==> config.mk <==
export PLATFORM = sky130hd
export DESIGN_NAME = uart_serial_core
export DESIGN_NICKNAME = d
export VERILOG_FILES = /design/src/rtl/uart_serial_core.sv
export SDC_FILE = /design/constraint.sdc
export NUM_CORES = 1
export LEC_CHECK = 0
export ABC_AREA = 1
export CORE_MARGIN = 3
export CORE_UTILIZATION = 59
export DETAILED_ROUTE_END_ITERATION = 12
export HOLD_SLACK_MARGIN = 0.12
export PLACE_DENSITY = 0.77
export SLEW_MARGIN = 30
export SYNTH_ARGS = -nofsm -noshare
export SYNTH_HDL_FRONTEND = slang
export SYNTH_SLANG_ARGS = --single-unit
==> constraint.sdc <==
create_clock -name sysclk -period 2.55 [get_ports sysclk]
set_input_delay 0.6375 -clock sysclk [delete_from_list [all_inputs] [get_ports sysclk]]
set_output_delay 0.6375 -clock sysclk [all_outputs]
set_load 0.03 [all_outputs]
==> src/rtl/uart_serial_core.sv <==
// uart_serial_core: single-clock 8N1 UART with a shared 16x baud tick,
// a transmitter and a mid-bit oversampling receiver.
module uart_serial_core #(
   parameter int unsigned TICK_DIV = 651
) (
   input  logic       sysclk,
   input  logic       reset,
   input  logic       rxd,
   output logic       txd,
   input  logic [7:0] tx_data,
   input  logic       tx_en,
   output logic       tx_status,
   output logic [7:0] rx_data,
   output logic       rx_status
);

   localparam int unsigned CNT_W = (TICK_DIV > 1) ? $clog2(TICK_DIV) : 1;

   localparam logic [1:0] TX_IDLE  = 2'd0;
   localparam logic [1:0] TX_START = 2'd1;
   localparam logic [1:0] TX_DATA  = 2'd2;
   localparam logic [1:0] TX_STOP  = 2'd3;

   localparam logic [1:0] RX_IDLE  = 2'd0;
   localparam logic [1:0] RX_START = 2'd1;
   localparam logic [1:0] RX_DATA  = 2'd2;
   localparam logic [1:0] RX_STOP  = 2'd3;

   logic [CNT_W-1:0] div_q;
   logic             tick_c;

   logic [1:0] tx_state_q, tx_state_d;
   logic [7:0] tx_sh_q, tx_sh_d;
   logic [3:0] tx_tc_q, tx_tc_d;
   logic [2:0] tx_bit_q, tx_bit_d;
   logic       txd_d, tx_status_d;

   logic       rx_meta_q, rx_s_q;
   logic [1:0] rx_state_q, rx_state_d;
   logic [7:0] rx_sh_q, rx_sh_d;
   logic [3:0] rx_tc_q, rx_tc_d;
   logic [2:0] rx_bit_q, rx_bit_d;
   logic       rx_err_q, rx_err_d;
   logic [7:0] rx_data_d;
   logic       rx_status_d;

   // Baud tick divider: one-cycle tick every TICK_DIV sysclk cycles
   always_ff @(posedge sysclk or posedge reset) begin
      if (reset)
         div_q <= '0;
      else if (div_q == CNT_W'(TICK_DIV - 1))
         div_q <= '0;
      else
         div_q <= div_q + CNT_W'(1);
   end

   assign tick_c = (div_q == CNT_W'(TICK_DIV - 1));

   // TX next-state: START waits for the first tick (txd still high) before falling
   always_comb begin
      tx_state_d  = tx_state_q;
      tx_sh_d     = tx_sh_q;
      tx_tc_d     = tx_tc_q;
      tx_bit_d    = tx_bit_q;
      txd_d       = txd;
      tx_status_d = tx_status;
      case (tx_state_q)
         TX_IDLE: begin
            txd_d       = 1'b1;
            tx_status_d = 1'b1;
            if (tx_en && tx_status) begin
               tx_sh_d     = tx_data;
               tx_status_d = 1'b0;
               tx_state_d  = TX_START;
            end
         end
         TX_START: begin
            if (tick_c) begin
               if (txd) begin
                  txd_d   = 1'b0;
                  tx_tc_d = 4'd0;
               end else if (tx_tc_q == 4'd15) begin
                  txd_d      = tx_sh_q[0];
                  tx_sh_d    = {1'b0, tx_sh_q[7:1]};
                  tx_bit_d   = 3'd0;
                  tx_tc_d    = 4'd0;
                  tx_state_d = TX_DATA;
               end else begin
                  tx_tc_d = tx_tc_q + 4'd1;
               end
            end
         end
         TX_DATA: begin
            if (tick_c) begin
               if (tx_tc_q == 4'd15) begin
                  tx_tc_d = 4'd0;
                  if (tx_bit_q == 3'd7) begin
                     txd_d      = 1'b1;
                     tx_state_d = TX_STOP;
                  end else begin
                     txd_d    = tx_sh_q[0];
                     tx_sh_d  = {1'b0, tx_sh_q[7:1]};
                     tx_bit_d = tx_bit_q + 3'd1;
                  end
               end else begin
                  tx_tc_d = tx_tc_q + 4'd1;
               end
            end
         end
         TX_STOP: begin
            if (tick_c) begin
               if (tx_tc_q == 4'd15) begin
                  tx_tc_d     = 4'd0;
                  tx_status_d = 1'b1;
                  tx_state_d  = TX_IDLE;
               end else begin
                  tx_tc_d = tx_tc_q + 4'd1;
               end
            end
         end
         default: tx_state_d = TX_IDLE;
      endcase
   end

   // TX registers; reset forces the line idle immediately
   always_ff @(posedge sysclk or posedge reset) begin
      if (reset) begin
         tx_state_q <= TX_IDLE;
         tx_sh_q    <= 8'h00;
         tx_tc_q    <= 4'd0;
         tx_bit_q   <= 3'd0;
         txd        <= 1'b1;
         tx_status  <= 1'b1;
      end else begin
         tx_state_q <= tx_state_d;
         tx_sh_q    <= tx_sh_d;
         tx_tc_q    <= tx_tc_d;
         tx_bit_q   <= tx_bit_d;
         txd        <= txd_d;
         tx_status  <= tx_status_d;
      end
   end

   // Two-flop synchronizer for the asynchronous serial input
   always_ff @(posedge sysclk or posedge reset) begin
      if (reset) begin
         rx_meta_q <= 1'b1;
         rx_s_q    <= 1'b1;
      end else begin
         rx_meta_q <= rxd;
         rx_s_q    <= rx_meta_q;
      end
   end

   // RX next-state: mid-bit sampling; a bad stop bit waits for the line to go high
   always_comb begin
      rx_state_d  = rx_state_q;
      rx_sh_d     = rx_sh_q;
      rx_tc_d     = rx_tc_q;
      rx_bit_d    = rx_bit_q;
      rx_err_d    = rx_err_q;
      rx_data_d   = rx_data;
      rx_status_d = 1'b0;
      case (rx_state_q)
         RX_IDLE: begin
            rx_err_d = 1'b0;
            if (tick_c && !rx_s_q) begin
               rx_tc_d    = 4'd0;
               rx_state_d = RX_START;
            end
         end
         RX_START: begin
            if (tick_c) begin
               if (rx_tc_q == 4'd7) begin
                  rx_tc_d  = 4'd0;
                  rx_bit_d = 3'd0;
                  rx_state_d = rx_s_q ? RX_IDLE : RX_DATA;
               end else begin
                  rx_tc_d = rx_tc_q + 4'd1;
               end
            end
         end
         RX_DATA: begin
            if (tick_c) begin
               if (rx_tc_q == 4'd15) begin
                  rx_tc_d = 4'd0;
                  rx_sh_d = {rx_s_q, rx_sh_q[7:1]};
                  if (rx_bit_q == 3'd7)
                     rx_state_d = RX_STOP;
                  else
                     rx_bit_d = rx_bit_q + 3'd1;
               end else begin
                  rx_tc_d = rx_tc_q + 4'd1;
               end
            end
         end
         RX_STOP: begin
            if (tick_c) begin
               if (rx_err_q) begin
                  if (rx_s_q) begin
                     rx_err_d   = 1'b0;
                     rx_state_d = RX_IDLE;
                  end
               end else if (rx_tc_q == 4'd15) begin
                  rx_tc_d = 4'd0;
                  if (rx_s_q) begin
                     rx_data_d   = rx_sh_q;
                     rx_status_d = 1'b1;
                     rx_state_d  = RX_IDLE;
                  end else begin
                     rx_err_d = 1'b1;
                  end
               end else begin
                  rx_tc_d = rx_tc_q + 4'd1;
               end
            end
         end
         default: rx_state_d = RX_IDLE;
      endcase
   end

   // RX registers
   always_ff @(posedge sysclk or posedge reset) begin
      if (reset) begin
         rx_state_q <= RX_IDLE;
         rx_sh_q    <= 8'h00;
         rx_tc_q    <= 4'd0;
         rx_bit_q   <= 3'd0;
         rx_err_q   <= 1'b0;
         rx_data    <= 8'h00;
         rx_status  <= 1'b0;
      end else begin
         rx_state_q <= rx_state_d;
         rx_sh_q    <= rx_sh_d;
         rx_tc_q    <= rx_tc_d;
         rx_bit_q   <= rx_bit_d;
         rx_err_q   <= rx_err_d;
         rx_data    <= rx_data_d;
         rx_status  <= rx_status_d;
      end
   end

endmodule

After elaboration in Yosys (flattened, before gate mapping)
Index checks and enable logic that the tools add are counted.

storage, ports and cells
  flip-flop bits (word level) = 58
  bits in latches = 0
  bits in writable memories = 0
  memory bits (read-only) = 0
  input port bits = 12
  output and inout bits = 11
  word-level logic and storage cells = 157
  memories = 0

cells by class
  $add $sub $neg = 5
  $mul = 0
  div/mod/pow operators = 0
  $lt $le $gt $ge = 0
  eq/ne operators = 33
  shifts and indexed selects = 0
  muxes and demuxes = 78
  bitwise gates (word level) = 1
  reduce and logical (&&, ||, !) cells = 24

operator list
  operator                                        count
  2-to-1 mux 8 bit                                7
  2-to-1 mux 4 bit                                11
  2-to-1 mux 2 bit                                20
  inequality test 2 bit (second input constant)   19
  2-to-1 mux 3 bit                                11
  one-hot mux 8 bit (3 select lines)              1
  2-to-1 mux 1 bit                                18
  one-hot mux 2 bit (4 select lines)              2
  one-hot mux 4 bit (4 select lines)              1
  AND reduction 8 bit                             2
  one-hot mux 3 bit (2 select lines)              2
  adder 10 x 1 -> 10 bit (second input constant)  1
  == test 10 bit (second input constant)          1
  2-to-1 mux 10 bit                               1
  AND reduction 5 bit                             2
  nonzero test 2 bit                              5
  AND reduction 3 bit                             3
  AND reduction 9 bit                             1
  adder 4 x 1 -> 4 bit (second input constant)    2
  == test 2 bit (second input constant)           4
  == test 4 bit (second input constant)           2
  one-hot mux 4 bit (2 select lines)              1
  AND reduction 7 bit                             1
  adder 3 x 1 -> 3 bit (second input constant)    2
  16 further kinds                                21

Logic depth before layout (Yosys ltp)
  word-level depth = 5
  mapped depth = 10
  mapped depth without buffers = 10

Worst setup path before layout
OpenSTA, ideal clock, no wires.

  path kind = reg2reg
  start = register tx_state_q[0]
  end = register tx_sh_q[0]
  setup time = 0.122 ns
  arrival = 1.469 ns
  data required time = 2.428 ns
  setup slack = 0.960 ns
  stages on the path, launching flop included = 6
  buffers on the path = 1
  period minus slack after synthesis = 1.590 ns
  path through = dfrtp_1 inv_1 ha_1 clkbuf_1 mux2i_1 o21ai_2

between the ends
  word-level cells in the longest chain between the ends = 3
  elaborated cells between the ends (all ways) = 13
  those cells by class = eq/ne: 9; mux: 1; reduce/logical: 3

RTL lines
  item                                                                   RTL line  RTL
  start: declaration                                                     32        logic [1:0] tx_state_q, tx_state_d;
  start signal: assignment                                               135       tx_state_q <= tx_state_d;
  == test 2 bit, or another cell as far along                            67        case (tx_state_q)
  inequality test 2 bit (no line) or nonzero test 3 bit (tied branches)  n/a
  AND reduction 8 bit (no line)                                          n/a
  end signal: assignment                                                 136       tx_sh_q <= tx_sh_d;
  end: declaration                                                       33        logic [7:0] tx_sh_q, tx_sh_d;

Several ways; a longest one is shown, not always the timed one.
A chain may end at the register's enable or synchronous reset.

Final worst setup path
  start = register txd
  end = output port txd

RTL lines
  item                      RTL line  RTL
  start: declaration        9         output logic txd,
  start signal: assignment  139       txd <= txd_d;

No word-level cell between the ends.

==> results summary <==
In this run, synthesis produced a sequential element count of 58. Measured against its own limit, the worst slew margin works out to 67.9%. In this run the worst path has a maximum fanout of 7. Traced cell by cell, the critical path runs through clkdlybuf4s50_1. In the routed design, unresolved DRC markers number 0.

The number of buffers and inverters on the critical path is 1. The number of buffers between clock root and the deepest sink is 2. The overall via count from detail_route is 2428. The initial antenna violation count came out at 0. The sink count of the clock tree is 58. The hold violation count in the final report is 0. In the layout the commonest cells are sky130_fd_sc_hd__nand2_1, sky130_fd_sc_hd__dfrtp_1, sky130_fd_sc_hd__inv_1.

The worst hold slack after final layout is 356 ps. The dominant delay contributor by cell family on the critical path is buffers and inverters. The die covers 0.00639 mm^2. The number of hold buffers added after CTS was 0. The stage delay of the slowest cell on the critical path came out at 680 ps. In the global route stage, overall resource usage came out at 20.0%. 0 antenna diodes ended up in the layout.

The via count of the first global-routing pass is 2320. The transition time of the tightest slew-check pin is 481 ps. After clock tree synthesis, the repair step resized 0 gates. The flow ran to the end, and the final reports show no timing, DRC or antenna violations. STA classifies the critical path startpoint as a flop. Clock-pin slew was measured on the worst setup and hold paths at 60 ps. The worst hold path begins at rx_meta_q$_DFF_PP1_. Setup violations remaining at the end of the flow were counted as 0. The leakage dissipation came out at 1.77 nW. The launch instance of the worst register-to-register path is tx_state_q[0]$_DFFE_PP0P_.

In this run the clock root is driven by a sky130_fd_sc_hd__clkbuf_8. STA classifies the critical path endpoint as a primary output. The count of TritonRoute iterations in the first routing pass is 4. The total overflow left after global routing is 0.

After routing, the total negative slack on setup checks comes to 0 ps. Yosys printed 0 warnings. The number of maximum-capacitance constraint violations came out at 0. Entering global routing, the biggest net connects 59 pins. The path type of the worst min-delay path is reg2reg. The detailed-route wire length per cell came out at 11.8 um.

The library cell used most frequently in the layout, excluding fill and tap cells, is sky130_fd_sc_hd__nand2_1. The global-route wire length before repair is 10000 um. The per-cell via count in the routed design is 5.11.

The share of the cycle needed by the critical path after routing came out at 87.2%. The ratio of cells with drive above 1 in the final layout came out at 18.0%. Sequential cells were found to cover 45.2% of the synthesized design area. The post-route clock skew is 9.48 ps.

The mean cell area of the mapped netlist came out at 8.69 um^2. The count of filler cells inserted in the layout is 408. The synthesized netlist net count came out at 396. The DRC marker count from the first detailed-route iteration came out at 143. The worst supply voltage drop on vdd came out at 414 uV. For this design, the slowest cell found on the critical path is sky130_fd_sc_hd__clkdlybuf4s50_1. The number of distinct library cells after synthesis is 32. The detailed placement HPWL came out at 4040 um.

Clock tree synthesis inserted a total of 9 buffers. The number of routed nets with antenna violations came out at 0. The signal arrival time at the worst endpoint is 1590 ps. The area of all placed cells without fillers came out at 0.00369 mm^2. The floorplan has 26 rows.

The achievable clock frequency came out at 450 MHz. The H-tree depth reported by CTS is 3. The post-layout net count came out at 425. The total of buffers placed on input and output ports came out at 22. STA puts the critical path data required time at 1910 ps.

TritonCTS built the clock tree. The height of the die came out at 79.9 um. The width of the die is 79.9 um. From synthesis to final layout, the design area changed by 14.5%. The final RePlAce weighted congestion came out at 0.923. 23 I/O pins were placed.

The worst setup path is of the reg2out kind. The power per cell area came out at 467 mW/mm^2. The count of pins over their slew limit is 0. The clock insertion delay at the later pin of the skew report is 330 ps. The final routed wirelength across all metal layers came out at 5590 um. The synthesized cell area came out at 0.00322 mm^2. The most critical setup path has its startpoint at txd$_DFFE_PP1P_.

Setup repair after global routing left no endpoint under its margin. The minimum clock period after layout is 2220 ps. The area of the core came out at 0.00520 mm^2. Summing all placed instances gives a cell area of 0.00351 mm^2.

The post-CTS setup buffer count came out at 0. The post-synthesis cell count is 371. The effective utilization at floorplan is 61.9%.
[power by group]
group	switching [mW]	internal, mW	total [mW]
Clock	0.350	0.404	0.754
Sequential	0.00178	0.923	0.925
Combinational	0.0243	0.0205	0.0448
Total	0.376	1.35	1.72
[synth_stat cells]
| cell type | n | area, um^2 |
|---|---|---|
| sky130_fd_sc_hd__a21oi_1 | 13 | 65.1 |
| sky130_fd_sc_hd__and2_1 | 1 | 6.26 |
| sky130_fd_sc_hd__buf_2 | 1 | 5.00 |
| sky130_fd_sc_hd__buf_6 | 3 | 33.8 |
| sky130_fd_sc_hd__clkbuf_1 | 1 | 3.75 |
| sky130_fd_sc_hd__dfrtp_1 | 54 | 1350 |
| sky130_fd_sc_hd__dfstp_2 | 4 | 105 |
| sky130_fd_sc_hd__ha_1 | 13 | 163 |
| sky130_fd_sc_hd__inv_1 | 40 | 150 |
| sky130_fd_sc_hd__inv_2 | 5 | 18.8 |
| sky130_fd_sc_hd__inv_4 | 1 | 6.26 |
| sky130_fd_sc_hd__mux2i_1 | 7 | 70.1 |
| sky130_fd_sc_hd__nand2_1 | 99 | 372 |
| sky130_fd_sc_hd__nand2_2 | 8 | 50.1 |
| sky130_fd_sc_hd__nand2_4 | 1 | 11.3 |
| sky130_fd_sc_hd__nand3_1 | 21 | 105 |
| sky130_fd_sc_hd__nand3_4 | 5 | 87.6 |
| sky130_fd_sc_hd__nand3b_1 | 1 | 7.51 |
| sky130_fd_sc_hd__nand4_1 | 5 | 31.3 |
| sky130_fd_sc_hd__nand4_4 | 1 | 21.3 |
| sky130_fd_sc_hd__nor2_1 | 26 | 97.6 |
| sky130_fd_sc_hd__nor2_2 | 1 | 6.26 |
| sky130_fd_sc_hd__nor2_4 | 5 | 56.3 |
| sky130_fd_sc_hd__nor3_1 | 3 | 15.0 |
| sky130_fd_sc_hd__o21ai_0 | 12 | 60.1 |
| sky130_fd_sc_hd__o21ai_1 | 5 | 25.0 |
| sky130_fd_sc_hd__o21ai_2 | 24 | 210 |
| sky130_fd_sc_hd__o21bai_1 | 2 | 15.0 |
| sky130_fd_sc_hd__or2_1 | 1 | 6.26 |
| sky130_fd_sc_hd__or2_2 | 1 | 6.26 |
| sky130_fd_sc_hd__xnor2_1 | 1 | 8.76 |
| sky130_fd_sc_hd__xor2_1 | 6 | 52.6 |
[metrics by stage]
step	cells	utilization (%)	worst slack, ps	total power, mW
2_1_floorplan	371	-	491	0.961
3_3_place_gp	459	67.4	621	0.988
3_5_place_dp	459	67.4	597	0.988
4_1_cts	475	70.9	315	1.75
5_1_grt	475	70.9	262	1.80
6_report	475	70.9	327	1.72
[state kept, by name, indices dropped and copies added (netlist names), 2 cells and up, named ones only]
name and cells:
tx_bit_q 3, rx_data 8, rx_bit_q 3, tx_state_q 2, rx_tc_q 4, tx_tc_q 4, div_q 10, tx_sh_q 8
rx_sh_q 8
[cell families after synthesis]
kind of cell,Yosys count,synth area share (%)
AND/OR/NAND/NOR,179,27.3
flip-flops,58,45.2
AO/OA/AOI/OAI,56,11.6
buffers and inverters,51,6.75
adder cells (fa/ha/maj),13,5.05
XOR/XNOR,7,1.90
multiplexers,7,2.17
[worst register-to-register path, cell delays in order, from the launching register on]
cell and delay [ps]:
sky130_fd_sc_hd__dfrtp_1 430, sky130_fd_sc_hd__inv_1 100, sky130_fd_sc_hd__ha_1 320, sky130_fd_sc_hd__inv_1 170, sky130_fd_sc_hd__or2_1 140, sky130_fd_sc_hd__nand2_1 50
sky130_fd_sc_hd__nor2_1 210, sky130_fd_sc_hd__nand3_1 140, sky130_fd_sc_hd__o21bai_1 150, sky130_fd_sc_hd__nand2_1 60
[final cells by class]
class,instances,area (um^2),share of cell area (%)
Timing Repair Buffer,23,240,6.51
Inverter,46,175,4.75
Clock inverter,4,26.3,0.712
Multi-Input combinational cell,262,1550,42.0
Tap cell,70,87.6,2.37
Clock buffer,12,155,4.20
Sequential cell,58,1460,39.5
[metal layers]
metal	share of wire, %	GRT usage, %
met5	0	0
met2	48	32.0
met1	46	26.0
met3	4.9	5.53
met4	1.2	7.43
[final timing paths]
| check | slack [ps] | endpoint | depth (start not counted) |
|---|---|---|---|
| setup / recovery | 330 | txd | 1 |
| hold / removal | 360 | rx_s_q$_DFF_PP1_ | 0 |
| max in group asynchronous | 1560 | txd$_DFFE_PP1P_ | 3 |
| min in group asynchronous | 680 | tx_sh_q[6]$_DFFE_PP0P_ | 3 |
| hold reg to reg | 360 | rx_s_q$_DFF_PP1_ | 0 |
| setup reg to reg | 670 | tx_state_q[0]$_DFFE_PP0P_ | 9 |
No activity file was read; power rests on OpenSTA's default activity.
==> edit 1, RTL diff (config.mk and constraints unchanged) <==
Set the parameter `TICK_DIV` to 1302 (it was 651).
--- a/src/rtl/uart_serial_core.sv
+++ b/src/rtl/uart_serial_core.sv
@@ -1,7 +1,7 @@
 // uart_serial_core: single-clock 8N1 UART with a shared 16x baud tick,
 // a transmitter and a mid-bit oversampling receiver.
 module uart_serial_core #(
-   parameter int unsigned TICK_DIV = 651
+   parameter int unsigned TICK_DIV = 1302
 ) (
    input  logic       sysclk,
    input  logic       reset,
Formal check against the unedited RTL: same outputs for any inputs over 10 cycles, from zero or initial values and one cycle with reset high; that may be too few to reach the edited logic, so the function may still have changed.
==> edit 1 against the original RTL <==
Synthesized area is essentially flat. Cell area increased by 0.20%. Synthesized cell count grew 4.0%. Clock power up 2%. Worst setup slack worse by 21 ps. Fmax is 0.92% lower. Power rose by 1.9%. Cell count rose by 3.4%. Wire length increased by 6.8%. Sequential cell count up 1.
==> edit 1: results (changes against the original RTL) <==
- Status: finished, final reports clean
- Layout cells sized above 1: 15.2% (-2.8 points)
- Final Skew: 8.27 ps (-1.20 ps)
- Netlist cell types: 29 (-9.4%)
- Wire length on met1: 2830 um (+9.5%)
- Synth area leaders: dfrtp_1 (43%), nand2_1 (13%), o21ai_2 (6.2%), inv_1 (5.5%), ha_1 (5.0%)
- Final net count: 441 (+3.8%)
- GR Util met3: 5.64% (+0.11 points)
- Gr usage total: 21.6% (+1.5 points)
- Routed wl met2: 2880 um (+7.9%)
- Pin count of the biggest net entering global routing: 60 (+1.7%)
- Met3 routed wirelength: 196 um (-28%)
- Seq/Total Area, Yosys: 45.9% (+0.74 points)
- Syn avg cell area: 8.36 um^2 (-3.8%)
- Number of global-route vias before repair: 2467 (+6.3%)
- First-pass GRT wire length: 10800 um (+7.8%)
- Filler cells: 412 (+0.98%)
- Worst Path Arrival: 1610 ps (+20 ps)
- DRT iter0 DRCs: 113 (-21%)
- Largest register FFs: 11 (+1)
- Pleak: 1.86 nW (+5.1%)
- DP Cell Count: 475 (+3.5%)
- Commonest cells in the synthesized netlist: nand2_1 (113), dfrtp_1 (55), inv_1 (47)
- Placed inst area: 0.00352 mm^2 (+0.21%)
- Reg-to-reg setup timing slack: 620 ps (-50 ps)
- Slew @ Worst Pin: 494 ps (+13.3 ps)
- Vias per inst: 5.14 (+0.65%)
- Synthesized Nets: 411 (+3.8%)
- Drt wl/cell: 12.2 um (+3.3%)
- HPWL after DPL: 4230 um (+4.7%)
- GR Util met1: 27.5% (+1.5 points)
- Peak supply drop: 0.424 mV (+2.3%)
==> edit 1: changes by cell type in the layout (fill, tap and decap cells not counted), sizes merged, moves of 2 or more <==
cell / delta
inv: +5
o21ai: +2
nand4: +3
xor2: -5
nand2: +9
==> edit 1: cells by family (layout without fill, tap and decap cells) <==
group	after synthesis	count (layout)	share of synthesized area, %
buf+inv	55	90	7.25
flops	59	59	45.9
xor+xnor	2	2	0.543
mux	7	7	2.17
simple gates	192	192	27.2
fa+ha+maj	13	13	5.04
compound gates	58	58	11.9
==> edit 1: path summary, 6_finish.rpt <==
check                      cells past startpoint           to          start
max                                            1          txd            txd
min                                            0       rx_s_q      rx_meta_q
max reg2reg                                    8  tx_bit_q[0]  tx_state_q[0]
min reg2reg                                    0       rx_s_q      rx_meta_q
max in group asynchronous                      3    tx_status          reset
min in group asynchronous                      3   rx_data[1]          reset
==> edit 1: through the flow <==
step           power (mW)  hold WS, ps  worst slack [ps]
4_1_cts              1.78          359               279
6_report             1.76          357               307
2_1_floorplan       0.977          345               463
3_3_place_gp         1.00          347               633
3_5_place_dp         1.00          350               604
5_1_grt              1.82          367               244
==> edit 1: power groups by stage <==
stage / sequential, mW / clock (mW) / combinational, mW
floorplan: 0.958 / 0 / 0.0198
global placement: 0.958 / 0 / 0.0466
detailed placement: 0.958 / 0 / 0.0469
CTS: 0.940 / 0.797 / 0.0469
global route: 0.940 / 0.828 / 0.0500
finish: 0.941 / 0.771 / 0.0450
==> edit 1: final cells by class <==
class | instances | area [um^2] | share of cell area (%)
clock inverter | 4 | 26.3 | 0.711
tap | 70 | 87.6 | 2.37
sequential | 59 | 1480 | 40.1
timing repair buffer | 23 | 240 | 6.50
clock buffer | 12 | 155 | 4.20
inverter | 51 | 196 | 5.31
multi-input combinational | 272 | 1510 | 40.8
==> edit 2, RTL diff (config.mk and constraints unchanged) <==
Without the edit above. Make the reset (`reset`) synchronous in 4 clocked blocks. Comments in the files are not updated.
--- a/src/rtl/uart_serial_core.sv
+++ b/src/rtl/uart_serial_core.sv
@@ -45,7 +45,7 @@
    logic       rx_status_d;
 
    // Baud tick divider: one-cycle tick every TICK_DIV sysclk cycles
-   always_ff @(posedge sysclk or posedge reset) begin
+   always_ff @(posedge sysclk) begin
       if (reset)
          div_q <= '0;
       else if (div_q == CNT_W'(TICK_DIV - 1))
@@ -123,7 +123,7 @@
    end
 
    // TX registers; reset forces the line idle immediately
-   always_ff @(posedge sysclk or posedge reset) begin
+   always_ff @(posedge sysclk) begin
       if (reset) begin
          tx_state_q <= TX_IDLE;
          tx_sh_q    <= 8'h00;
@@ -142,7 +142,7 @@
    end
 
    // Two-flop synchronizer for the asynchronous serial input
-   always_ff @(posedge sysclk or posedge reset) begin
+   always_ff @(posedge sysclk) begin
       if (reset) begin
          rx_meta_q <= 1'b1;
          rx_s_q    <= 1'b1;
@@ -220,7 +220,7 @@
    end
 
    // RX registers
-   always_ff @(posedge sysclk or posedge reset) begin
+   always_ff @(posedge sysclk) begin
       if (reset) begin
          rx_state_q <= RX_IDLE;
          rx_sh_q    <= 8'h00;
Formal check against the unedited RTL: differs if reset is asserted again (counterexample within 4 cycles, from zero or initial values and one cycle with reset high); with reset held inactive, the same outputs for 10 cycles.
==> edit 2 against the original RTL <==
Count of clock-buffer cells in the layout down 1. Worst setup slack better by 81 ps. Fmax up 3.8%. First-iteration DRC count down 26%. Cell area down 6.7%. Global-route usage up 0.69 points. Sequential cell count unchanged. Die area down 7.6%. Critical path depth unchanged. Synthesized area down 8.2%. Wire length up 1.7%.
Power is not compared: it rests on default switching activity, and its combinational part moved more than twofold at a synthesized area within 25%.
==> edit 2: results (changes against the original RTL) <==
- Status: finished, final reports clean
- Hold endpoint: rx_s_q
- Commonest cells in the synthesized netlist: nand2_1 (76), dfxtp_1 (58), inv_1 (49)
- Synthesized Nets: 430 (+8.6%)
- Final net count: 454 (+6.8%)
- Buffers, non-clock: 25 (+8.7%)
- Critical path's largest stage delay: 720 ps (+40 ps)
- Pin count of the biggest net entering global routing: 29 (-51%)
- PnR worst setup slack: 408 ps (+81.2 ps)
- Drt total wl: 5680 um (+1.7%)
- M2 GR Usage: 34.2% (+2.2 points)
- Max Fanout on Critical Path: 8 (+1)
- Met3 routed wirelength: 150 um (-45%)
- Worst reg2reg startpoint: div_q[0]
- Filler cells: 419 (+2.7%)
- Seq/Total Area, Yosys: 39.2% (-5.9 points)
- #MultiIn Comb: 285 (+8.8%)
- Gr usage total: 20.7% (+0.69 points)
- Vias per inst: 5.27 (+3.0%)
- First-pass GRT wire length: 10300 um (+2.1%)
- Worst Path Arrival: 1500 ps (-90 ps)
- Netlist cell types: 38 (+19%)
- HPWL after DPL: 4110 um (+1.6%)
- Reg-to-reg critical path endpoint: rx_data[4]
- Multi-input combinational area share: 44.8% (+2.9 points)
- Register area: 0.00116 mm^2 (-20%)
- CLK BUF: 11 (-1)
- Number of global-route vias before repair: 2370 (+2.2%)
- GR Util met3: 3.64% (-1.9 points)
- Non-clock inverter count: 51 (+11%)
- Synth Area in Compound Gates: 13.7% (+2.0 points)
-- edit 2: cell types whose count changed in the layout (fill, tap and decap cells not counted), moves of 7 or more --
cell and delta:
nor4_1 +7, mux2_2 +7, o21ai_2 -22, inv_1 +10, nor2_1 +21, a21oi_1 +26, dfxtp_1 +58, dfrtp_1 -54
nor3_1 +9, mux2i_1 -7, nand2_1 -23, o21ai_0 +10, nand4_1 +8
-- edit 2: logic make-up after synthesis --
kind of cell,after synthesis
mux,7
fa+ha+maj,12
compound gates,73
buf+inv,63
flops,58
xor+xnor,2
simple gates,191
-- edit 2: metrics by stage --
step	instance area, um^2	util, %	hold WS (ps)	instances
floorplan	2960	-	389	406
global placement	3220	67.3	394	486
detailed placement	3220	67.3	404	486
CTS	3440	71.9	420	502
global route	3440	71.9	436	502
finish	3440	71.9	415	502
